[src/rtl/store_memory_encoder_if.sv]
// +----------------------------------------------------------------------------+
// | store_memory_encoder_if : store request and memory write-port bundle         |
// | Rev 1.0                                                                    |
// +----------------------------------------------------------------------------+
`default_nettype none

interface store_memory_encoder_if;
  logic        req_valid;
  logic        req_ready;
  logic [2:0]  req_type;
  logic [31:0] req_addr;
  logic [31:0] req_data;
  logic        mem_valid;
  logic        mem_ready;
  logic [31:0] mem_addr;
  logic [31:0] mem_wdata;
  logic [3:0]  mem_wstrb;
  logic        done;
  logic        err;

  // Requester/memory side of the bundle.
  modport master (
    output req_valid, req_type, req_addr, req_data, mem_ready,
    input  req_ready, mem_valid, mem_addr, mem_wdata, mem_wstrb, done, err
  );

  // Encoder side of the bundle.
  modport slave (
    input  req_valid, req_type, req_addr, req_data, mem_ready,
    output req_ready, mem_valid, mem_addr, mem_wdata, mem_wstrb, done, err
  );
endinterface

`default_nettype wire

[src/rtl/store_memory_encoder.sv]
// +----------------------------------------------------------------------------+
// | store_memory_encoder : store lane encoder and write sequencer              |
// | Optional macro STORE_MISALIGNED_EN enables split boundary-crossing stores. |
// | Rev 1.0                                                                    |
// +----------------------------------------------------------------------------+
`default_nettype none

module store_memory_encoder (
  input  logic                         clk,
  input  logic                         rst_n,
  store_memory_encoder_if.slave        bus
);

  typedef enum logic [1:0] {
    IDLE  = 2'd0,
    BEAT1 = 2'd1,
    BEAT2 = 2'd2
  } state_t;

  state_t      r_state;
  logic        r_mem_valid;
  logic [31:0] r_mem_addr;
  logic [31:0] r_mem_wdata;
  logic [3:0]  r_mem_wstrb;
  logic        r_done;
  logic        r_err;

  logic [1:0]  w_k;
  logic [3:0]  w_mask;
  logic        w_type_ok;
  logic        w_permit;
  logic        w_accept;

  assign w_k      = bus.req_addr[1:0];
  assign w_accept = bus.req_valid && (r_state == IDLE);

  always_comb begin
    w_mask    = 4'b0000;
    w_type_ok = 1'b1;
    case (bus.req_type)
      3'd0:    w_mask = 4'b0001;
      3'd1:    w_mask = 4'b0011;
      3'd2:    w_mask = 4'b1111;
      default: w_type_ok = 1'b0;
    endcase
  end

`ifdef STORE_MISALIGNED_EN
  logic [63:0] w_lane_data;
  logic [7:0]  w_lane_strb;
  logic [31:0] r_hi_data;
  logic [3:0]  r_hi_strb;

  // Upper half of the lane image spills into the next word.
  assign w_lane_data = {32'b0, bus.req_data} << {w_k, 3'b000};
  assign w_lane_strb = {4'b0000, w_mask} << w_k;
  assign w_permit    = w_type_ok;
`else
  logic [31:0] w_lane_data;
  logic [3:0]  w_lane_strb;

  assign w_lane_data = bus.req_data << {w_k, 3'b000};
  assign w_lane_strb = w_mask << w_k;
  // Only naturally aligned halfwords and words are legal here.
  assign w_permit    = w_type_ok &&
                       !((bus.req_type == 3'd1 && w_k[0]) ||
                         (bus.req_type == 3'd2 && w_k != 2'b00));
`endif

  always_ff @(posedge clk or negedge rst_n) begin
    if (!rst_n) begin
      r_state     <= IDLE;
      r_mem_valid <= 1'b0;
      r_mem_addr  <= 32'd0;
      r_mem_wdata <= 32'd0;
      r_mem_wstrb <= 4'd0;
      r_done      <= 1'b0;
      r_err       <= 1'b0;
`ifdef STORE_MISALIGNED_EN
      r_hi_data   <= 32'd0;
      r_hi_strb   <= 4'd0;
`endif
    end else begin
      r_done <= 1'b0;
      r_err  <= 1'b0;
      case (r_state)
        IDLE: begin
          if (w_accept) begin
            if (w_permit) begin
              r_state     <= BEAT1;
              r_mem_valid <= 1'b1;
              r_mem_addr  <= {bus.req_addr[31:2], 2'b00};
              r_mem_wdata <= w_lane_data[31:0];
              r_mem_wstrb <= w_lane_strb[3:0];
`ifdef STORE_MISALIGNED_EN
              r_hi_data   <= w_lane_data[63:32];
              r_hi_strb   <= w_lane_strb[7:4];
`endif
            end else begin
              r_err <= 1'b1;
            end
          end
        end
        BEAT1: begin
          if (bus.mem_ready) begin
`ifdef STORE_MISALIGNED_EN
            if (r_hi_strb != 4'd0) begin
              r_state     <= BEAT2;
              r_mem_addr  <= r_mem_addr + 32'd4;
              r_mem_wdata <= r_hi_data;
              r_mem_wstrb <= r_hi_strb;
            end else
`endif
            begin
              r_state     <= IDLE;
              r_mem_valid <= 1'b0;
              r_done      <= 1'b1;
            end
          end
        end
`ifdef STORE_MISALIGNED_EN
        BEAT2: begin
          if (bus.mem_ready) begin
            r_state     <= IDLE;
            r_mem_valid <= 1'b0;
            r_done      <= 1'b1;
          end
        end
`endif
        default: r_state <= IDLE;
      endcase
    end
  end

  assign bus.req_ready = (r_state == IDLE);
  assign bus.mem_valid = r_mem_valid;
  assign bus.mem_addr  = r_mem_addr;
  assign bus.mem_wdata = r_mem_wdata;
  assign bus.mem_wstrb = r_mem_wstrb;
  assign bus.done      = r_done;
  assign bus.err       = r_err;

endmodule

`default_nettype wire

[src/flat_wrapper.sv]
// flat-port wrapper written by rule: the top's interface ports become plain ports
module store_memory_encoder_flat 
  (clk, rst_n, bus_req_valid, bus_req_type, bus_req_addr, bus_req_data, bus_mem_ready, bus_req_ready, bus_mem_valid, bus_mem_addr, bus_mem_wdata, bus_mem_wstrb, bus_done, bus_err);
  store_memory_encoder_if bus_i ();
  input  logic clk;
  input  logic rst_n;
  input wire logic [$bits(bus_i.req_valid)-1:0] bus_req_valid;
  input wire logic [$bits(bus_i.req_type)-1:0] bus_req_type;
  input wire logic [$bits(bus_i.req_addr)-1:0] bus_req_addr;
  input wire logic [$bits(bus_i.req_data)-1:0] bus_req_data;
  input wire logic [$bits(bus_i.mem_ready)-1:0] bus_mem_ready;
  output wire logic [$bits(bus_i.req_ready)-1:0] bus_req_ready;
  output wire logic [$bits(bus_i.mem_valid)-1:0] bus_mem_valid;
  output wire logic [$bits(bus_i.mem_addr)-1:0] bus_mem_addr;
  output wire logic [$bits(bus_i.mem_wdata)-1:0] bus_mem_wdata;
  output wire logic [$bits(bus_i.mem_wstrb)-1:0] bus_mem_wstrb;
  output wire logic [$bits(bus_i.done)-1:0] bus_done;
  output wire logic [$bits(bus_i.err)-1:0] bus_err;
  assign bus_i.req_valid = bus_req_valid;
  assign bus_i.req_type = bus_req_type;
  assign bus_i.req_addr = bus_req_addr;
  assign bus_i.req_data = bus_req_data;
  assign bus_i.mem_ready = bus_mem_ready;
  assign bus_req_ready = bus_i.req_ready;
  assign bus_mem_valid = bus_i.mem_valid;
  assign bus_mem_addr = bus_i.mem_addr;
  assign bus_mem_wdata = bus_i.mem_wdata;
  assign bus_mem_wstrb = bus_i.mem_wstrb;
  assign bus_done = bus_i.done;
  assign bus_err = bus_i.err;
  store_memory_encoder u_core (.clk(clk), .rst_n(rst_n), .bus(bus_i));
endmodule
[config.mk]
export PLATFORM = sky130hd
export DESIGN_NAME = store_memory_encoder_flat
export DESIGN_NICKNAME = d
export VERILOG_FILES = /design/src/rtl/store_memory_encoder_if.sv /design/src/rtl/store_memory_encoder.sv /design/src/flat_wrapper.sv
export SDC_FILE = /design/constraint.sdc
export NUM_CORES = 1
export LEC_CHECK = 0
export CORE_MARGIN = 3
export CORE_UTILIZATION = 42
export CTS_CLUSTER_DIAMETER = 50
export DETAILED_ROUTE_END_ITERATION = 10
export MAX_ROUTING_LAYER = met4
export PLACE_DENSITY = 0.81
export SETUP_SLACK_MARGIN = 0.15
export SLEW_MARGIN = 20
export SYNTH_ARGS = -nofsm -noshare
export SYNTH_HDL_FRONTEND = slang
export SYNTH_SLANG_ARGS = --single-unit
[constraint.sdc]
create_clock -name clk -period 1.8 [get_ports clk]
set_clock_uncertainty 0.1 [all_clocks]
set_input_delay 0.36 -clock clk [delete_from_list [all_inputs] [get_ports clk]]
set_output_delay 0.36 -clock clk [all_outputs]
set_load 0.005 [all_outputs]
==> impl_metrics.yaml <==
run_status:
  status: "finished with violations"
  failed_checks: "setup timing"
synth:
  synth_top_area_frac: 0.542
  synth.area.top_cells: "dfrtp_1, mux2_2, mux2i_1"
  ys_seq_area_frac: 0.542
  synth_cell_types: 24
  yosysWarningCount: 0
  yosysTopAreaCell: "dfrtp_1"
  syn-mean-instance-area_um2: 13.4
  ys_ff_latch: 69
  netlist_instances: 237
  syn-cell-area_um2: 3190
timing:
  finalHoldViolations: 0
  max_freq_mhz: 539
  finalMaxSlewViolations: 0
  setup-violations-final: 43
  worst_pin_slew_ps: 682
  relSlewSlack: 0.544
  min_period_ps: 1860
  finalCritPeriodShare: 1.03
  rsz0062_at_grt: "true"
  fin_ws_ps: -55.1
placement:
  finalWeightedCongestion: 0.771
  hpwl_um: 6250
  place_ws_ps: -784
  portBuffers: 140
worst_setup_path:
  cpPeakStageDelay_ps: 400
  critPathBufInv: 3
  path_delay_family: "buffers and inverters"
  critPathSlowestCell: "or3_4"
  critical_path_class: "input pin to flip-flop"
  path_cells: "buf_6 -> or3_4 -> a2111oi_4 -> buf_4 -> clkbuf_16 -> mux2_1"
  crit_arrival_ps: 1970
  start_kind: "input pin"
  crit_fanout: 8
  crit_path_end_kind: "flip-flop"
  cp.required_ps: 1920
floorplanning:
  core_area_um2: 7290
  start_util: 0.437
  dieArea_um2: 8670
  rows: 31
  die_h_um: 93.1
  die_w_um: 93.1
  io_pins: 143
global_route:
  grt_overflow: 0
  antenna_found_initial: 0
  grtUsageTotal: 0.213
  grt_pass1_wl_um: 14100
  grt_max_degree: 36
  grt_pass1_vias: 2846
cells_and_area:
  layout-drive-gt1-share: 0.279
  area_delta_synth_final_pct: 65.4
  nNetsFinal: 485
  multi_input_area_um2: 1460
  fillers: 551
  antenna_cells: 0
  seqCellArea_um2: 1730
route:
  vias_per_cell: 4.91
  antenna_left: 0
  routed_wl_um: 8700
  drt_drc_violations_left: 0
  drtPass1Iterations: 6
  wl_per_cell_um: 16.8
  drt_iter0_drc: 129
  vias: 2543
power:
  vdd.ir_drop.worst_mv: 0.496
  p_leak_nw: 2.57
  power_mw: 4.85
  cellPowerDensity_nw_per_um2: 920
clock_network:
  root_buffer: "clkbuf_8"
  clockBufferDepth: 2
  htree_levels: 3
  clock_sinks: 69
  cts_made_buffers: 9
  clk_pin_slew_ps: 80
  insertion_delay_ps: 340
  cts_tree: "built"
job:
  cap_violations: 0
worst_hold_path:
  hold_class: "input pin to flip-flop"
## registers in the layout, indices dropped and copies added (netlist names)
name / cells
u_core.bus.err: 1
u_core.r_state: 1
u_core.bus.mem_wdata: 32
u_core.bus.done: 1
u_core.bus.mem_addr: 30
u_core.bus.mem_wstrb: 4
## kinds of logic (layout without fill, tap and decap cells)
logic type / count (synthesis) / after routing / share of synthesized area
compound gates: 17 / 17 / 0.0475
other cells: 1 / 2 / 0.00118
simple gates: 24 / 24 / 0.0338
mux: 98 / 98 / 0.331
buf+inv: 28 / 209 / 0.0448
flops: 69 / 69 / 0.542
## stage by stage
step / instances / cell area [µm²] / setup TNS [ps] / util / hold WS (ps)
2_1_floorplan: 238 / 3250 / -11990 / - / -35.6
3_3_place_gp: 482 / 4870 / -43510 / 0.668 / 237
3_5_place_dp: 482 / 4870 / -48280 / 0.668 / 241
4_1_cts: 515 / 5200 / -3200 / 0.714 / 343
5_1_grt: 518 / 5270 / -2440 / 0.723 / 393
6_report: 518 / 5270 / -1300 / 0.723 / 355
## report_power, final
part	switching [mW]	total, mW	internal [mW]
sequential	0.198	2.12	1.93
clock	0.626	1.13	0.501
combinational	0.537	1.60	1.06
total	1.36	4.85	3.49
## path summary, 6_finish.rpt
| check | start | slack (ps) | cells after the start | end |
|---|---|---|---|---|
| worst min-delay path | bus_req_addr[1] | 350 | 4 | u_core.bus.err |
| worst min register to register | u_core.bus.mem_addr[21] | 390 | 1 | u_core.bus.mem_addr[21] |
| max in group asynchronous | rst_n | 650 | 3 | u_core.bus.mem_wdata[15] |
| min in group asynchronous | rst_n | 400 | 2 | u_core.bus.done |
| worst max register to register | u_core.r_state[0] | -30 | 5 | u_core.bus.mem_addr[21] |
| worst max-delay path | bus_req_addr[1] | -60 | 6 | u_core.bus.mem_addr[21] |
## cell usage in the layout, fill, tap and decap left out, types with 5 or more instances in the layout
cell type / count
inv_1: 10
clkbuf_8: 9
mux2i_1: 40
mux2_1: 7
buf_4: 30
o2bb2ai_1: 8
buf_12: 5
buf_6: 6
nand2_1: 8
clkdlybuf4s50_1: 65
dfrtp_1: 69
mux2_4: 36
dlygate4sd2_1: 66
mux2_2: 15
nor2_1: 9
## worst register-to-register path: cells and delay by family (launching register included)
kind / cells / cell delay [ps]
flops: 1 / 380
buf+inv: 3 / 550
compound gates: 1 / 350
mux: 1 / 320
## per-layer routing
| layer | track usage | routed length [µm] | vias to the layer above |
|---|---|---|---|
| met3 | 0.0499 | 514 | 10 |
| met5 | - | 0 | - |
| met1 | 0.256 | 3610 | 1253 |
| li1 | - | - | 1187 |
| met4 | 0.0647 | 110 | 0 |
| met2 | 0.358 | 4460 | 93 |
## area by class of cell
| cell class | count | area share |
|---|---|---|
| Timing Repair Buffer | 182 | 0.332 |
| Sequential cell | 69 | 0.328 |
| Multi-Input combinational cell | 141 | 0.276 |
| Clock buffer | 9 | 0.0235 |
| Tap cell | 99 | 0.0235 |
| Clock inverter | 7 | 0.00950 |
| Inverter | 11 | 0.00783 |
## cell usage after synthesis
cell       count
buf_4          3
o21bai_1       2
o2bb2ai_1      8
nor3_1         4
dfrtp_1       69
and2_1         1
mux2i_1       40
conb_1         1
a2111oi_4      1
mux2_1        21
a21o_1         2
inv_1         11
clkbuf_1       3
nand2_1        8
or3_4          1
a21oi_1        2
buf_1          5
o21ai_0        1
nor2b_1        1
buf_2          3
a221oi_1       1
mux2_2        37
buf_6          3
nor2_1         9
## what timing repair did
action	CTS	global route
endpoints found under the setup margin	135	69
resized for setup	106	15
pin swaps	2	1
setup buffers	15	2
gates cloned	1	1
hold endpoints to repair	34	0
hold buffers	1	0
Note: power is estimated with default switching activity, not from simulation.
==> patch: new RTL, same flow settings <==
Build with the macro `STORE_MISALIGNED_EN` defined.
--- a/src/rtl/store_memory_encoder.sv
+++ b/src/rtl/store_memory_encoder.sv
@@ -5,4 +5,6 @@
 // +----------------------------------------------------------------------------+
 `default_nettype none
+
+`define STORE_MISALIGNED_EN
 
 module store_memory_encoder (
Check against the original RTL: not equivalent (Yosys sat finds a counterexample within 4 cycles, from zero or initial values and one cycle with rst_n low).
==> patch against the unedited design <==
The flow still finishes with violations (setup timing). Critical path depth grew 4. Sequential cell count grew 29. First-iteration DRC count grew to 6.0 times the old value. Via count grew to 2.6 times the old value. Worst setup slack lost 0.25 ns. Non-clock buffer count grew 129. Synthesized area grew 81%. Worst hold slack lost 0.0012 ns. Power grew to 3.4 times the old value. Combinational power grew to 6.6 times the old value. Die area grew 75%. Design area grew 78%. Routed wire length grew to 2.6 times the old value. Largest cell class is now multi-input combinational cells. Highest routed layer unchanged.
==> patch: results (changes against the unedited design) <==
[finish]
nFillCells = 976  ; was 551
drive_above_1_share_pct = 33.0  ; was 27.9%

[route]
vias = 6711  ; was 2543
viasPerCell = 6.06  ; was 4.91
drtPass1Iterations = 5  ; was 6
wl_mm = 22.9  ; was 8.70 mm
drt-initial-drc-count = 776  ; was 129

[global_routing]
grt_max_degree = 44  ; was 36
grt_pass1_wl_mm = 34.1  ; was 14.1 mm
grt_pass1_vias = 6425  ; was 2846
grtUsageTotal_pct = 29.7  ; was 21.3%

[placed_design]
hpwl_mm = 14.7  ; was 6.25 mm
preCtsSetupSlack_ns = -0.576  ; was -0.784 ns
gp_congestion = 0.934  ; was 0.771
placed_area_um2 = 8170  ; was 4870 um2

[setup_path]
slowest_stage = dfrtp_1  ; was or3_4
r2r_end = u_core.bus.mem_wdata[14]  ; was u_core.bus.mem_addr[21]
criticalPathCategory = reg2reg  ; was in2reg
reg2regPathDepth = 10  ; was 5
critical_path.max_fanout = 7  ; was 8

[yosys]
synthDistinctLibCells = 65  ; was 24
synthTopCellsByArea = dfrtp_1, nand2_1, nor2_1, mux2_2, mux2i_1  ; was dfrtp_1, mux2_2, mux2i_1, mux2_1, o2bb2ai_1
synth_cells = 652  ; was 237
synth.area.mux_share_pct = 8.28  ; was 33.1%
synth_compound_area_share_pct = 21.7  ; was 4.75%
synthXorXnorAreaFrac_pct = 0.152  ; was 0%

[timing]
setup_tns_ns = -14.87  ; was -1.30 ns
setup_viol = 82  ; was 43
fin_ws_ns = -0.304  ; was -0.0551 ns
slew_headroom_pct = 60.2  ; was 54.4%

[pwr]
p_leak_nw = 4.21  ; was 2.57 nW

[status]
status = finished, violations left  ; unchanged
violations = setup timing  ; unchanged

[min_path]
hold_class = in2async  ; was in2reg

patch: cells by family (layout without fill, tap and decap cells):
family,after synthesis,after routing
compound gates,188,188
xor+xnor,1,1
fa+ha+maj,6,6
buf+inv,58,335
flops,98,98
mux,45,45
other cells,1,2
simple gates,255,256
patch: layer usage:
layer	wire length, um	global-route usage [%]	up-vias
li1	-	-	2946
met4	818	11.2	0
met1	9190	39.3	3289
met2	10900	46.2	395
met5	0	-	-
met3	1970	4.89	81
patch: how the worst min path moves through the flow:
stage                                           to  slack [ns]  cells after the start
after floorplan                    u_core.bus.done       -0.04                      0
after global placement    u_core.bus.mem_wdata[12]        0.19                      1
after detailed placement  u_core.bus.mem_wdata[12]        0.19                      1
after CTS                 u_core.bus.mem_wdata[12]        0.36                      2
after global routing      u_core.bus.mem_wdata[12]        0.39                      2
final                     u_core.bus.mem_wdata[12]        0.35                      2
patch: per-stage QoR:
| step | util (%) | total power [W] |
|---|---|---|
| final | 70.1 | 0.0164 |
| after global routing | 70.1 | 0.0173 |
| after CTS | 67.2 | 0.0152 |
| after detailed placement | 61.2 | 0.0124 |
| after global placement | 61.2 | 0.0122 |
| after floorplan | - | 0.00832 |
patch: area by class of cell:
type / count / area [um2] / area share [%]
multi-input cells: 498 / 3470 / 37.1
repair buffers: 311 / 2900 / 31.0
flip-flops and latches: 98 / 2460 / 26.2
clock buffers: 11 / 243 / 2.59
well taps: 176 / 220 / 2.35
clock inverters: 5 / 38.8 / 0.414
inverters: 8 / 30.0 / 0.321
patch: worst register-to-register path, cell delays in order (launching register included):
cell	delay [ns]
dfrtp_1	0.39
inv_2	0.09
buf_4	0.12
ha_4	0.15
mux2_2	0.18
and2_4	0.22
nand2_8	0.11
buf_12	0.17
buf_16	0.14
a221oi_1	0.24
nor2_1	0.07
patch: report_power, final:
group / switching, W / leakage (nW) / internal (W)
combinational: 0.00526 / 2.87 / 0.00532
sequential: 0.000754 / 1.21 / 0.00322
clock: 0.000901 / 0.136 / 0.000985
patch: repair_timing:
| item | CTS | global route |
|---|---|---|
| setup endpoints to repair | 158 | 105 |
| setup buffers | 36 | 14 |
| resized for setup | 137 | 71 |
| hold endpoints to repair | 21 | 0 |
| hold buffers | 1 | 0 |
| pin swaps | 13 | 14 |
| cloned | 3 | 3 |
